==> config.mk <==
export PLATFORM = sky130hd
export DESIGN_NAME = adc_capture_gate
export DESIGN_NICKNAME = d
export VERILOG_FILES = /design/src/rtl/adc_capture_gate_pkg.sv /design/src/rtl/adc_capture_gate.sv
export SDC_FILE = /design/constraint.sdc
export NUM_CORES = 1
export LEC_CHECK = 0
export CAP_MARGIN = 5
export CORE_ASPECT_RATIO = 0.7
export CORE_UTILIZATION = 38
export CTS_CLUSTER_SIZE = 30
export DETAILED_ROUTE_END_ITERATION = 7
export GPL_TIMING_DRIVEN = 0
export PLACE_DENSITY_LB_ADDON = 0.25
export SYNTH_ARGS = -nofsm -noshare
export SYNTH_HDL_FRONTEND = slang
export SYNTH_SLANG_ARGS = --single-unit
==> constraint.sdc <==
create_clock -name aclk -period 2.75 [get_ports aclk]
set_clock_uncertainty 0.2 [all_clocks]
set_input_delay 0.55 -clock aclk [delete_from_list [all_inputs] [get_ports aclk]]
set_output_delay 0.55 -clock aclk [all_outputs]
set_load 0.02 [all_outputs]
==> src/rtl/adc_capture_gate_pkg.sv <==
// -----------------------------------------------------------------------------
// adc_capture_gate_pkg
//   Shared types and helpers for the ADC capture gate.
//
//   Contents:
//     gate_state_t : FSM state encoding (IDLE, DELAY, GATE, POST, FRST)
//     max4()       : largest of four integers, used to size the down-counter
// -----------------------------------------------------------------------------
package adc_capture_gate_pkg;

   typedef enum logic [2:0] {
      IDLE  = 3'd0,
      DELAY = 3'd1,
      GATE  = 3'd2,
      POST  = 3'd3,
      FRST  = 3'd4
   } gate_state_t;

   // Largest of four values. The counter must hold (largest parameter - 1).
   function automatic int max4(input int a, input int b, input int c, input int d);
      int m;
      m = a;
      if (b > m) m = b;
      if (c > m) m = c;
      if (d > m) m = d;
      return m;
   endfunction

endpackage

==> src/rtl/adc_capture_gate.sv <==
// -----------------------------------------------------------------------------
// adc_capture_gate
//   Turns one rising edge on capture_i into a timed sequence:
//     DELAY : GATE_DELAY cycles of zeros to the filter
//     GATE  : GATE_LEN cycles of ADC data passed through (1-cycle latency)
//     POST  : POST_DELAY cycles of zeros
//     FRST  : RESET_LEN cycles with filt_rst_o high
//   then back to IDLE with a one-cycle done_o pulse.
//   The stream is assumed continuous: adc_tvalid and gate_tready are ignored,
//   adc_tready is tied high and gate_tvalid is high from the first edge after
//   reset release.
//
//   Ports:
//     aclk        in   stream clock
//     aresetn     in   asynchronous active-low reset
//     capture_i   in   capture request, rising edge triggers
//     adc_tdata   in   [DWIDTH] ADC stream data
//     adc_tvalid  in   ADC valid (ignored)
//     adc_tready  out  constant 1
//     gate_tdata  out  [DWIDTH] gated data (ADC data in GATE, zero otherwise)
//     gate_tvalid out  gated stream valid
//     gate_tready in   ignored, no backpressure
//     filt_rst_o  out  downstream filter reset, high during FRST
//     busy_o      out  sequence in progress
//     done_o      out  one-cycle pulse on the first IDLE cycle after FRST
//
//   Handshake: both streams are free-running. A beat is transferred on every
//   aclk edge regardless of tvalid/tready; tvalid is reported for downstream
//   compatibility only.
//
//   Optional build macro: ADC_CAPTURE_GATE_RETRIGGER_EN
//     defined   : a capture edge in any non-IDLE state restarts at DELAY and the
//                 aborted sequence produces no done_o pulse
//     undefined : capture edges outside IDLE are ignored
// -----------------------------------------------------------------------------
module adc_capture_gate
   import adc_capture_gate_pkg::*;
#(
   parameter int DWIDTH     = 128,
   parameter int GATE_DELAY = 32,
   parameter int GATE_LEN   = 64,
   parameter int POST_DELAY = 64,
   parameter int RESET_LEN  = 32
) (
   input  logic              aclk,
   input  logic              aresetn,
   input  logic              capture_i,
   input  logic [DWIDTH-1:0] adc_tdata,
   input  logic              adc_tvalid,
   output logic              adc_tready,
   output logic [DWIDTH-1:0] gate_tdata,
   output logic              gate_tvalid,
   input  logic              gate_tready,
   output logic              filt_rst_o,
   output logic              busy_o,
   output logic              done_o
);

   // ---------------------------------------------------------------------------
   // Parameter sanity: every phase must last at least one cycle, otherwise the
   // load value (N-1) would underflow the counter.
   // ---------------------------------------------------------------------------
   if (GATE_DELAY < 1) begin : g_bad_gate_delay
      $error("adc_capture_gate: GATE_DELAY must be >= 1");
   end
   if (GATE_LEN < 1) begin : g_bad_gate_len
      $error("adc_capture_gate: GATE_LEN must be >= 1");
   end
   if (POST_DELAY < 1) begin : g_bad_post_delay
      $error("adc_capture_gate: POST_DELAY must be >= 1");
   end
   if (RESET_LEN < 1) begin : g_bad_reset_len
      $error("adc_capture_gate: RESET_LEN must be >= 1");
   end

   localparam int CNT_W = $clog2(max4(GATE_DELAY, GATE_LEN, POST_DELAY, RESET_LEN)) + 1;

   // Each state is entered with (length - 1) so it lasts exactly "length" cycles.
   localparam logic [CNT_W-1:0] DELAY_LD = CNT_W'(GATE_DELAY - 1);
   localparam logic [CNT_W-1:0] GATE_LD  = CNT_W'(GATE_LEN - 1);
   localparam logic [CNT_W-1:0] POST_LD  = CNT_W'(POST_DELAY - 1);
   localparam logic [CNT_W-1:0] FRST_LD  = CNT_W'(RESET_LEN - 1);
   localparam logic [CNT_W-1:0] CNT_ONE  = CNT_W'(1);

   gate_state_t      state;
   gate_state_t      next_state;
   logic [CNT_W-1:0] cnt;
   logic [CNT_W-1:0] next_cnt;
   logic             cap_q;
   logic             trig;
   logic             cnt_zero;

   // Stream is continuous; these inputs carry no information for this block.
   logic unused_stream_ctrl;
   assign unused_stream_ctrl = adc_tvalid ^ gate_tready;

   assign adc_tready = 1'b1;

   // A held level triggers once: only the 0->1 transition counts.
   assign trig     = capture_i & ~cap_q;
   assign cnt_zero = (cnt == '0);

   // ---------------------------------------------------------------------------
   // Next-state / counter logic
   // ---------------------------------------------------------------------------
   always_comb begin
      next_state = state;
      next_cnt   = cnt;

      case (state)
         IDLE: begin
            if (trig) begin
               next_state = DELAY;
               next_cnt   = DELAY_LD;
            end
         end
         DELAY: begin
            if (cnt_zero) begin
               next_state = GATE;
               next_cnt   = GATE_LD;
            end else begin
               next_cnt = cnt - CNT_ONE;
            end
         end
         GATE: begin
            if (cnt_zero) begin
               next_state = POST;
               next_cnt   = POST_LD;
            end else begin
               next_cnt = cnt - CNT_ONE;
            end
         end
         POST: begin
            if (cnt_zero) begin
               next_state = FRST;
               next_cnt   = FRST_LD;
            end else begin
               next_cnt = cnt - CNT_ONE;
            end
         end
         FRST: begin
            if (cnt_zero) begin
               next_state = IDLE;
               next_cnt   = '0;
            end else begin
               next_cnt = cnt - CNT_ONE;
            end
         end
         default: begin
            next_state = IDLE;
            next_cnt   = '0;
         end
      endcase

`ifdef ADC_CAPTURE_GATE_RETRIGGER_EN
      // A new edge mid-sequence overrides whatever the case above decided,
      // including the FRST->IDLE exit, so the aborted run never reports done.
      if (trig && (state != IDLE)) begin
         next_state = DELAY;
         next_cnt   = DELAY_LD;
      end
`endif
   end

   // ---------------------------------------------------------------------------
   // State, edge register and registered outputs
   // ---------------------------------------------------------------------------
   always_ff @(posedge aclk or negedge aresetn) begin
      if (!aresetn) begin
         state       <= IDLE;
         cnt         <= '0;
         cap_q       <= 1'b0;
         gate_tdata  <= '0;
         gate_tvalid <= 1'b0;
         filt_rst_o  <= 1'b0;
         busy_o      <= 1'b0;
         done_o      <= 1'b0;
      end else begin
         state       <= next_state;
         cnt         <= next_cnt;
         cap_q       <= capture_i;
         gate_tvalid <= 1'b1;
         // Current (not next) state gates the data: the beat sampled on the
         // edge that leaves GATE is still the last window beat.
         gate_tdata  <= (state == GATE) ? adc_tdata : '0;
         // Status flags use next_state so they line up with the state itself.
         filt_rst_o  <= (next_state == FRST);
         busy_o      <= (next_state != IDLE);
         done_o      <= (state == FRST) && (next_state == IDLE);
      end
   end

endmodule

* After elaboration in Yosys (flattened, before gate mapping)
Cells that the tools add are included.
Word-level totals: output and inout bits 133, register bits after elaboration 143, word-level logic and storage cells 35, bits of input ports 133
Operators by class: mux-type cells 12, reductions and logical operators 6, add/subtract/negate cells 1, eq/ne operators 6, bitwise operators 2
Operators with widths (count):
- 128-bit two-way mux | 1
- 7-bit two-way mux | 4
- 7-bit case mux with 4 select lines | 1
- 3-bit two-way mux | 5
- 3-bit case mux with 5 select lines | 1
- 7-bit logical NOT | 1
- 7-bit by 1-bit subtractor with 7-bit output (second input constant) | 1
- 3-bit by 2-bit == test with 1-bit output (second input constant) | 2
- 3-bit == test (second input constant) | 2
- 3-bit logical NOT | 2
- 3-bit by 1-bit == test with 1-bit output (second input constant) | 1
- 3-bit nonzero test | 1
- 2-bit != test (second input constant) | 1
- 2-bit OR reduction | 1
- 1-bit AND | 1
- 1-bit logical AND | 1
- 1-bit inverter | 1

* Logic depth before layout (Yosys ltp)
Gate-level depths: netlist of the first run.
depth after elaboration 6, gate-level depth with buffers 8, mapped depth without buffers 7

* Worst setup path after synthesis of the first run
OpenSTA, ideal clock, no wires.
kind reg2reg, from reg cnt[0], to reg cnt[5], setup slack 754 ps, data required time 2482 ps, path buffers 0, clock period less this slack 1996 ps, cell stages (with the launch flop) 8, arrival 1728 ps, setup time 68 ps, cell sequence dfrtp_1 -> inv_1 -> ha_1 -> or4b_4 -> nor3_2 -> nor2b_1 -> a2111o_1 -> nand3_1
On the way: longest elaborated chain between the ends 3, elaborated cells between the ends (all ways) 6, those cells by class add/sub (1); mux (4); reduce/logical (1)
Ends and longest elaborated chain:
- start: declaration | RTL line adc_capture_gate.sv:87 | logic [CNT_W-1:0] cnt;
- start signal: assignment | RTL line adc_capture_gate.sv:180 | cnt <= next_cnt;
- 7-bit by 1-bit subtractor with 7-bit output / 7-bit logical NOT (equally long branches)
- 7-bit two-way mux, on equally long branches
- 7-bit case mux with 4 select lines (*) | RTL line adc_capture_gate.sv:110 | case (state)
Mark *: on every way between the ends. The rest lies on a longest branch, timed or not. A chain may end at the register's enable or synchronous reset.

* Worst setup path in the final report of the first run
from reg cnt[0], to reg cnt[4]
The elaborated chain is that of the path after synthesis.

==> results of run 1 <==
-- logic make-up after synthesis --
kind of cell | after synthesis | share of synthesized area
adders and majority gates | 2 | 0.00468
xor gates and xnor gates | 3 | 0.00546
other | 1 | 0.000779
AOI/OAI and AO/OA | 22 | 0.0299
buffers and inverters | 22 | 0.0190
DFF | 143 | 0.743
and+or+nand+nor | 155 | 0.197
-- layout make-up --
type | count | area (um2) | share of cell area
Buffer | 19 | 80.1 | 0.00969
Clock buffer | 18 | 439 | 0.0531
Clock inverter | 14 | 146 | 0.0177
Inverter | 3 | 11.3 | 0.00136
Multi-Input combinational cell | 184 | 1150 | 0.139
Sequential cell | 143 | 3580 | 0.433
Tap cell | 157 | 196 | 0.0238
Timing Repair Buffer | 264 | 2660 | 0.322
-- sequential cells by signal, summed over array words and instances (netlist names) --
| signal | flops |
|---|---|
| gate_tdata | 128 |
| cnt | 7 |
| state | 3 |
| done_o | 1 |
| gate_tvalid | 1 |
| filt_rst_o | 1 |
| busy_o | 1 |
| cap_q | 1 |
-- worst max-delay path by stage --
stage | start | endpoint | slack, ns | cells past startpoint
after global routing | cnt[0]$_DFFE_PN0P_ | cnt[4]$_DFFE_PN0P_ | 0.33 | 7
final | cnt[0]$_DFFE_PN0P_ | cnt[4]$_DFFE_PN0P_ | 0.45 | 7
after CTS | cnt[0]$_DFFE_PN0P_ | cnt[4]$_DFFE_PN0P_ | 0.46 | 7
after detailed placement | cnt[0]$_DFFE_PN0P_ | cnt[4]$_DFFE_PN0P_ | 0.49 | 7
after global placement | aresetn | gate_tdata[60]$_DFF_PN0_ | -4.50 | 1
after floorplan | cnt[0]$_DFFE_PN0P_ | cnt[5]$_DFFE_PN0P_ | 0.75 | 7
-- where the power goes --
part,switching (uW),internal (uW)
Combinational,561,615
Clock,950,1300
Sequential,118,2300
Total,1630,4220
-- metal layers --
metal / wire length (um) / vias to the layer above
met5: 0 / -
met4: 155 / 0
met3: 1200 / 13
met2: 6330 / 149
met1: 4700 / 1704
li1: - / 1654
-- cell usage in the layout (no fill, tap or decap), types with 2 or more instances in the layout --
master             n
clkinvlp_4         4
clkdlybuf4s50_1  261
nor2_1             8
a211oi_1           3
or3_1              2
inv_6              5
o22ai_1            4
conb_1             2
a21oi_1            4
dfrtp_1          143
xor2_1             2
o21ai_0            4
inv_1              3
nor3_1             2
clkbuf_16         17
inv_8              3
nand2_1            3
buf_4              2
or2_2              2
nand2b_1           3
and2_1           129
clkbuf_1          16
-- worst max-delay path: stages (launching register included) --
cell      delay (ns)
dfrtp_1         0.41
inv_1           0.07
ha_1            0.20
or4b_4          0.50
nor3_2          0.20
o21ai_0         0.21
o21ai_1         0.20
o221ai_1        0.17
-- through the flow --
| stage | total power, uW | hold slack, ns |
|---|---|---|
| after floorplan | 3000 | 0.0544 |
| after global placement | 3600 | 0.287 |
| after detailed placement | 3640 | 0.289 |
| after CTS | 5910 | 0.304 |
| after global routing | 6150 | 0.326 |
| final | 5850 | 0.311 |
==> reports/results.ini, run 1 <==
[finish]
diodes = 0
design_area_um2 = 8260
fin_nets = 766
n_fill_cell = 864
layout.cells.non_filler = 802
fin_util = 0.688
layout-drive-gt1-share = 0.0651
syn2layout_area_growth_pct = 71.6

[power_and_ir_drop]
ir_drop_uv = 407
p_leak_uw = 0.00377
power.density_nw_per_um2 = 708

[placed_design]
portBuffers = 262
dpl_cell_area_um2 = 7670
place_worst_setup_slack_ns = 0.491
post-place-cells = 769
dp_hpwl_mm = 9.36
place_congestion = 0.810

[detailed_routing]
drtPass1Iterations = 4
drt_iter0_markers = 215
wire_per_inst_um = 15.4
via_count = 3520
vias_per_cell = 4.39
wl_mm = 12.4
ant_nets = 0
remaining_drc_errors = 0

[die]
initial_utilization = 0.401
die_y_um = 96.2
row_count = 33
die_w_um = 137
ios = 266
die-area_um2 = 13100
core_area_um2 = 12000

[min_path]
min_from = cnt[6]$_DFFE_PN0P_
hold_depth = 1
hold_class = reg -> reg
hold-path-endpoint = cnt[6]$_DFFE_PN0P_

[global_route]
grt_use_met1 = 0.221
grt_use_total = 0.193
antenna_found_initial = 0
met2_usage = 0.321
grt-ovfl-total = 0
grt_pass1_vias = 3605
grt_max_degree = 76
busiest_layer = met2
grt_pass1_wl_mm = 18.6
use_met3 = 0.0916

[synthesis]
yosysSeqAreaShare = 0.743
synthesis.area_um2 = 4820
synthFlopType = dfrtp_1
synthArstFlopShare = 1.00
synth_top_area_share = 0.743
avgSynthCellArea_um2 = 13.8
yosys.area.top_type = dfrtp_1
ys_warn_count = 0
ys_ff_latch = 143
netlist_instances = 348
post-synth-top-count-cell = dfrtp_1
synth.area.top_cells = dfrtp_1 (74%), and2_1 (17%), clkbuf_1 (1.2%), nor2_1 (0.62%), o22ai_1 (0.52%)
synth.distinct_cells = 34
synth-edff-count = 0
synth_commonest_cells = dfrtp_1 (143), and2_1 (129), clkbuf_1 (16), nor2_1 (8)

[cts]
clkLatencyLatePin_ns = 0.41
hold_buffers = 1
cts_resized = 0
cts_tree = built
cts_max_level = 4
clock-sinks = 143
postCtsSetupBuffers = 0
numCtsBuffers = 17
clockBufferDepth = 2
cts_root_buf = clkbuf_16
path_clk_slew_ns = 0.06

[sta]
setup_viol = 0
layout_setup_ws_ns = 0.445
timing.fmax_ghz = 0.434
fin_crit_sh = 0.838
rsz0062_at_grt = no
min_period_ns = 2.30
slew_headroom = 0.573
setup_tns_ns = 0
worstMarginPinSlew_ns = 0.640
hold_violations = 0
drv_slew = 0

[worst_setup_path]
worstPathArrival_ns = 2.37
crit_path_start_kind = flip-flop
crit_fanout = 4
critPathKind = reg -> reg
cp.required_ns = 2.82
ff2ff_path_depth = 7
ff2ff_setup_slack_ns = 0.45
end_kind = flip-flop
timing.rr.end = cnt[4]$_DFFE_PN0P_
r2r_start = cnt[0]$_DFFE_PN0P_

[run]
drv_cap = 0

[outcome]
status = finished, final reports clean

No activity file was read; power rests on OpenSTA's default activity.
==> run 2, diff against run 1 <==
- clock period: 2.75 -> 2.2 ns (I/O delays scaled with it)
==> run 2 against run 1 <==
  * Non-clock buffer count increased by 5
  * Critical path depth did not move
  * Largest power group unchanged
  * Routed wire length is 1.4% higher
  * Cell count rose by 0.62%
==> reports/results.ini, run 2 (synthesis results as in run 1) <==
[worst_setup_path]
crit_path_start = cnt[0]$_DFFE_PN0P_
path_buf_inv = 1  ; unchanged
ff2ff_setup_slack_ns = 0.01  ; -0.43 ns
cp_slowest_stage_delay_ns = 0.50  ; about the same
slowest_stage = or4b_4
end_kind = flip-flop
ff2ff_path_depth = 7  ; unchanged
critPathKind = reg -> reg
crit_path_start_kind = flip-flop
crit_chain = inv_2 -> ha_4 -> or4b_4 -> nor3_4 -> nor2b_1 -> a2111o_1 -> nand3_1
worstPathArrival_ns = 2.33  ; -0.04 ns
path_delay_family = simple AND/OR/NAND/NOR gates
crit_cells = 7  ; unchanged
timing.rr.end = cnt[5]$_DFFE_PN0P_
r2r_start = cnt[0]$_DFFE_PN0P_
cp.required_ns = 2.35  ; -0.47 ns
crit_fanout = 3  ; -1

[sta]
whs_ns = 0.305  ; -0.00614 ns
min_period_ns = 2.19  ; -0.119 ns
fin_crit_sh = 0.994  ; +0.156
slew_headroom = 0.573  ; about the same
setup_viol = 0  ; unchanged
setup_tns_ns = 0  ; unchanged
hold_violations = 0  ; unchanged
worstMarginPinSlew_ns = 0.641  ; +0.000172 ns
drv_slew = 0  ; unchanged
rsz0062_at_grt = yes
timing.fmax_ghz = 0.457  ; +5.4%

[die]
die-area_um2 = 13100  ; unchanged
ios = 266  ; unchanged
die_w_um = 137  ; unchanged
core_area_um2 = 12000  ; unchanged
initial_utilization = 0.401  ; unchanged
row_count = 33  ; unchanged
die_y_um = 96.2  ; unchanged

[power_and_ir_drop]
clockPowerShare = 0.381  ; -0.004
p_leak_uw = 0.00381  ; +1.2%
combPwrFrac = 0.210  ; +0.009
p_sw_frac = 0.281  ; +0.00271
finalPower_uw = 7420  ; +27%
p_int_uw = 5330  ; +26%
ir_drop_uv = 515  ; +27%
p_switching_uw = 2090  ; +28%
power.density_nw_per_um2 = 889  ; +25%
pwr-share-seq = 0.410  ; -0.004

[detailed_routing]
remaining_drc_errors = 0  ; unchanged
vias_per_cell = 4.40  ; +0.26%
via_count = 3551  ; +0.88%
wl_mm = 12.6  ; +1.4%
drtPass1Iterations = 4  ; unchanged
wire_per_inst_um = 15.6  ; +0.74%
ant_nets = 0  ; unchanged
drt_iter0_markers = 220  ; +2.3%

[finish]
layout-drive-gt1-share = 0.0892  ; +0.0241
final_cell_mix = clkdlybuf4s50_1 (261), dfrtp_1 (143), and2_1 (129)
fin_nets = 771  ; +0.65%
diodes = 0  ; unchanged
layout_commonest_cell = clkdlybuf4s50_1
reg.largest.list = gate_tdata: 128 flops, cnt: 7 flops, state: 3 flops
syn2layout_area_growth_pct = 73.3
regMostFlops = gate_tdata
largest_reg_flops = 128  ; unchanged
design_area_um2 = 8350  ; +1.0%
n_fill_cell = 851  ; -1.5%

[global_route]
grt-ovfl-total = 0  ; unchanged
antenna_found_initial = 0  ; unchanged
grt_max_degree = 76  ; unchanged
grt_pass1_vias = 3605  ; unchanged
grt_pass1_wl_mm = 18.6  ; unchanged
grt_use_total = 0.193  ; about the same

[min_path]
hold-path-endpoint = cap_q$_DFF_PN0_
hold_class = in -> reg
hold_depth = 1  ; unchanged
min_from = capture_i

[cts]
clkLatencyLatePin_ns = 0.41  ; about the same
cts_max_level = 4  ; unchanged
cts_root_buf = clkbuf_16
clockBufferDepth = 2  ; unchanged
cts_tree = built
path_clk_slew_ns = 0.06  ; about the same
numCtsBuffers = 17  ; unchanged
clock-sinks = 143  ; unchanged

[outcome]
status = finished, final reports clean

[placed_design]
portBuffers = 262  ; unchanged
dp_hpwl_mm = 9.36  ; unchanged
dpl_cell_area_um2 = 7670  ; unchanged
place_congestion = 0.810  ; unchanged

[run]
drv_cap = 0  ; unchanged

run 2: cell types whose count changed in the layout (fill, tap and decap cells not counted), moves of 2 or more:
cell | previous run | this run
buf_4 | 2 | 6
clkbuf_1 | 16 | 11
clkbuf_2 | 0 | 5
inv_1 | 3 | 1
inv_2 | 0 | 2
o21ai_2 | 0 | 2
run 2: final cells by class:
class	instances	area, um2	area share
flip-flops and latches	143	3580	0.429
repair buffers	269	2700	0.323
multi-input cells	184	1190	0.142
clock buffers	18	439	0.0526
well taps	157	196	0.0235
clock inverters	14	146	0.0175
plain buffers	19	90.1	0.0108
inverters	3	11.3	0.00135
run 2: timing repair:
item / CTS / global route
hold buffers: 1 / 0
endpoints found under the setup margin: 5 / 28
resized for setup: 2 / 19
hold endpoints to repair: 68 / 0
pin swaps: 0 / 7
buffers inserted: 0 / 5
run 2: worst max path at each step:
stage | to | slack, ns
2_1_floorplan | cnt[5]$_DFFE_PN0P_ | 0.20
3_3_place_gp | gate_tdata[60]$_DFF_PN0_ | -4.94
3_5_place_dp | cnt[4]$_DFFE_PN0P_ | -0.06
4_1_cts | cnt[4]$_DFFE_PN0P_ | 0.007
5_1_grt | state[1]$_DFF_PN0_ | -0.11
6_report | cnt[5]$_DFFE_PN0P_ | 0.01
run 2: power by group through the flow:
stage	combinational [uW]	sequential [uW]	clock, uW
after floorplan	488	3270	0
after global placement	1440	3060	0
after detailed placement	1480	3070	0
after CTS	1490	3030	2880
after global routing	1700	3070	3020
final	1550	3040	2820
run 2: per-stage QoR:
stage | utilization | cells | worst slack (ns)
after global placement | 0.636 | 768 | -4.94
after floorplan | - | 349 | 0.204
after CTS | 0.688 | 802 | 0.00734
after detailed placement | 0.638 | 769 | -0.0590
after global routing | 0.695 | 807 | -0.113
final | 0.695 | 807 | 0.0140
run 2: routing by layer:
metal	up-vias	GRT usage	share of wire	wire length, um
met1	1724	0.221	0.38	4720
met2	150	0.321	0.52	6470
li1	1664	-	-	-
met4	0	0.0630	0.012	151
met3	13	0.0916	0.096	1210
met5	-	0	0	0
==> run 3, diff against run 2 <==
- CORE_UTILIZATION: 38 -> 41
- clock period: 2.2 -> 2.8 ns (I/O delays scaled with it)
==> run 3 against run 2 <==
  * Worst hold slack improved by 0.0051 ns
  * Critical endpoint is now cnt[4]$_DFFE_PN0P_
  * Combinational power decreased by 25%
  * Design area down 0.90%
  * Power shrank 22%
  * First-iteration DRC count is 45% lower
  * Routed wire length grew 5.0%
  * Worst setup slack gained 0.49 ns
==> reports/results.ini, run 3 (synthesis results as in run 1) <==
[global_route]
grt_pass1_wl_mm = 20.3  ; +9.2%
grt_use_total = 0.230  ; +0.0364
grt-ovfl-total = 0  ; unchanged
grt_pass1_vias = 3674  ; +1.9%
antenna_found_initial = 0  ; unchanged
grt_max_degree = 89  ; +17%

[die]
die_y_um = 92.7  ; -3.6%
row_count = 32  ; -3.0%
die-area_um2 = 12200  ; -7.2%
ios = 266  ; unchanged
initial_utilization = 0.430  ; +0.0288
core_area_um2 = 11200  ; -6.7%
die_w_um = 132  ; -3.7%

[detailed_routing]
wl_mm = 13.2  ; +5.0%
ant_nets = 0  ; unchanged
via_count = 3542  ; -0.25%
remaining_drc_errors = 0  ; unchanged
drt_iter0_markers = 121  ; -45%
drtPass1Iterations = 4  ; unchanged
vias_per_cell = 4.44  ; +0.87%
wire_per_inst_um = 16.5  ; +6.1%

[finish]
layout_commonest_cell = clkdlybuf4s50_1
design_area_um2 = 8270  ; -0.90%
reg.largest.list = gate_tdata: 128 flops, cnt: 7 flops, state: 3 flops
regMostFlops = gate_tdata
diodes = 0  ; unchanged
fin_nets = 766  ; -0.65%
largest_reg_flops = 128  ; unchanged
final_cell_mix = clkdlybuf4s50_1 (261), dfrtp_1 (143), and2_1 (129)
syn2layout_area_growth_pct = 71.8
seq_area_um2 = 3580  ; unchanged
multi_input_area_um2 = 1150  ; -3.1%
n_fill_cell = 754  ; -11%
layout-drive-gt1-share = 0.0651  ; -0.0241

[worst_setup_path]
end_kind = flip-flop
r2r_start = cnt[0]$_DFFE_PN0P_
worstPathArrival_ns = 2.37  ; +0.04 ns
crit_path_start_kind = flip-flop
crit_fanout = 4  ; +1
timing.rr.end = cnt[4]$_DFFE_PN0P_
critPathKind = reg -> reg
cp.required_ns = 2.86  ; +0.51 ns
ff2ff_setup_slack_ns = 0.50  ; +0.49 ns
ff2ff_path_depth = 7  ; unchanged

[placed_design]
place_worst_setup_slack_ns = 0.546  ; +0.605 ns
portBuffers = 262  ; unchanged
place_congestion = 0.826  ; +2.0%
dpl_cell_area_um2 = 7660  ; about the same
dp_hpwl_mm = 9.59  ; +2.4%

[sta]
timing.fmax_ghz = 0.435  ; -5.0%
layout_setup_ws_ns = 0.500  ; +0.486 ns
min_period_ns = 2.30  ; +0.114 ns
drv_slew = 0  ; unchanged
setup_viol = 0  ; unchanged
rsz0062_at_grt = no
worstMarginPinSlew_ns = 0.520  ; -0.120 ns
slew_headroom = 0.653  ; +0.0802
fin_crit_sh = 0.822  ; -0.172
hold_violations = 0  ; unchanged
whs_ns = 0.310  ; +0.00512 ns

[power_and_ir_drop]
p_int_uw = 4260  ; -20%
ir_drop_uv = 504  ; -2.3%
p_leak_uw = 0.00378  ; -0.82%
power.density_nw_per_um2 = 700  ; -21%
p_switching_uw = 1540  ; -26%
p_sw_frac = 0.265  ; -0.0158
clockPowerShare = 0.388  ; +0.007
combPwrFrac = 0.202  ; -0.008
pwr-share-seq = 0.410  ; about the same

[cts]
numCtsBuffers = 17  ; unchanged
cts_max_level = 4  ; unchanged
clockBufferDepth = 2  ; unchanged
hold_buffers = 1  ; unchanged
clock-sinks = 143  ; unchanged
cts_tree = built
clkLatencyLatePin_ns = 0.41  ; about the same
postCtsSetupBuffers = 0  ; unchanged
cts_resized = 0  ; -2
path_clk_slew_ns = 0.06  ; about the same
cts_root_buf = clkbuf_16

[run]
drv_cap = 0  ; unchanged

[min_path]
hold_class = reg -> reg
hold-path-endpoint = cnt[0]$_DFFE_PN0P_
hold_depth = 1  ; unchanged
min_from = cnt[0]$_DFFE_PN0P_

[outcome]
status = finished, final reports clean

==> run 3: power groups by stage <==
stage / registers (uW) / logic [uW] / clock network, uW
4_1_cts: 2370 / 1180 / 2280
5_1_grt: 2390 / 1260 / 2380
3_3_place_gp: 2400 / 1130 / 0
3_5_place_dp: 2410 / 1170 / 0
2_1_floorplan: 2570 / 383 / 0
6_report: 2370 / 1170 / 2250
==> run 3: layer usage <==
layer / track usage / part of all wire
met1: 0.256 / 0.38
met2: 0.400 / 0.52
met3: 0.0909 / 0.080
met4: 0.0824 / 0.020
met5: 0 / 0
==> run 3: worst max path at each step <==
stage / startpoint / to / cells past startpoint
after global placement: aresetn / gate_tdata[25]$_DFF_PN0_ / 1
after floorplan: cnt[0]$_DFFE_PN0P_ / cnt[5]$_DFFE_PN0P_ / 7
after detailed placement: cnt[0]$_DFFE_PN0P_ / cnt[4]$_DFFE_PN0P_ / 7
after global routing: cnt[0]$_DFFE_PN0P_ / cnt[4]$_DFFE_PN0P_ / 7
after CTS: cnt[0]$_DFFE_PN0P_ / cnt[4]$_DFFE_PN0P_ / 7
final: cnt[0]$_DFFE_PN0P_ / cnt[4]$_DFFE_PN0P_ / 7
==> run 3: cell type report <==
cell class	instances	share of cell area
Timing Repair Buffer	264	0.322
Multi-Input combinational cell	184	0.139
Clock inverter	12	0.0160
Tap cell	153	0.0231
Buffer	19	0.00968
Sequential cell	143	0.433
Inverter	3	0.00136
Clock buffer	20	0.0564
==> run 3: stage by stage <==
step	utilization	cells	setup TNS [ns]	power (uW)
2_1_floorplan	-	349	0	2950
3_3_place_gp	0.681	764	-637.45	3530
3_5_place_dp	0.683	765	0	3580
4_1_cts	0.738	798	0	5830
5_1_grt	0.738	798	0	6040
6_report	0.738	798	0	5790
==> run 3: critical path: stages, from the launching register on <==
cell and delay [ns]:
dfrtp_1 0.41, inv_1 0.07, ha_1 0.19, or4b_4 0.52, nor3_2 0.20, o21ai_0 0.21
o21ai_1 0.19, o221ai_1 0.16
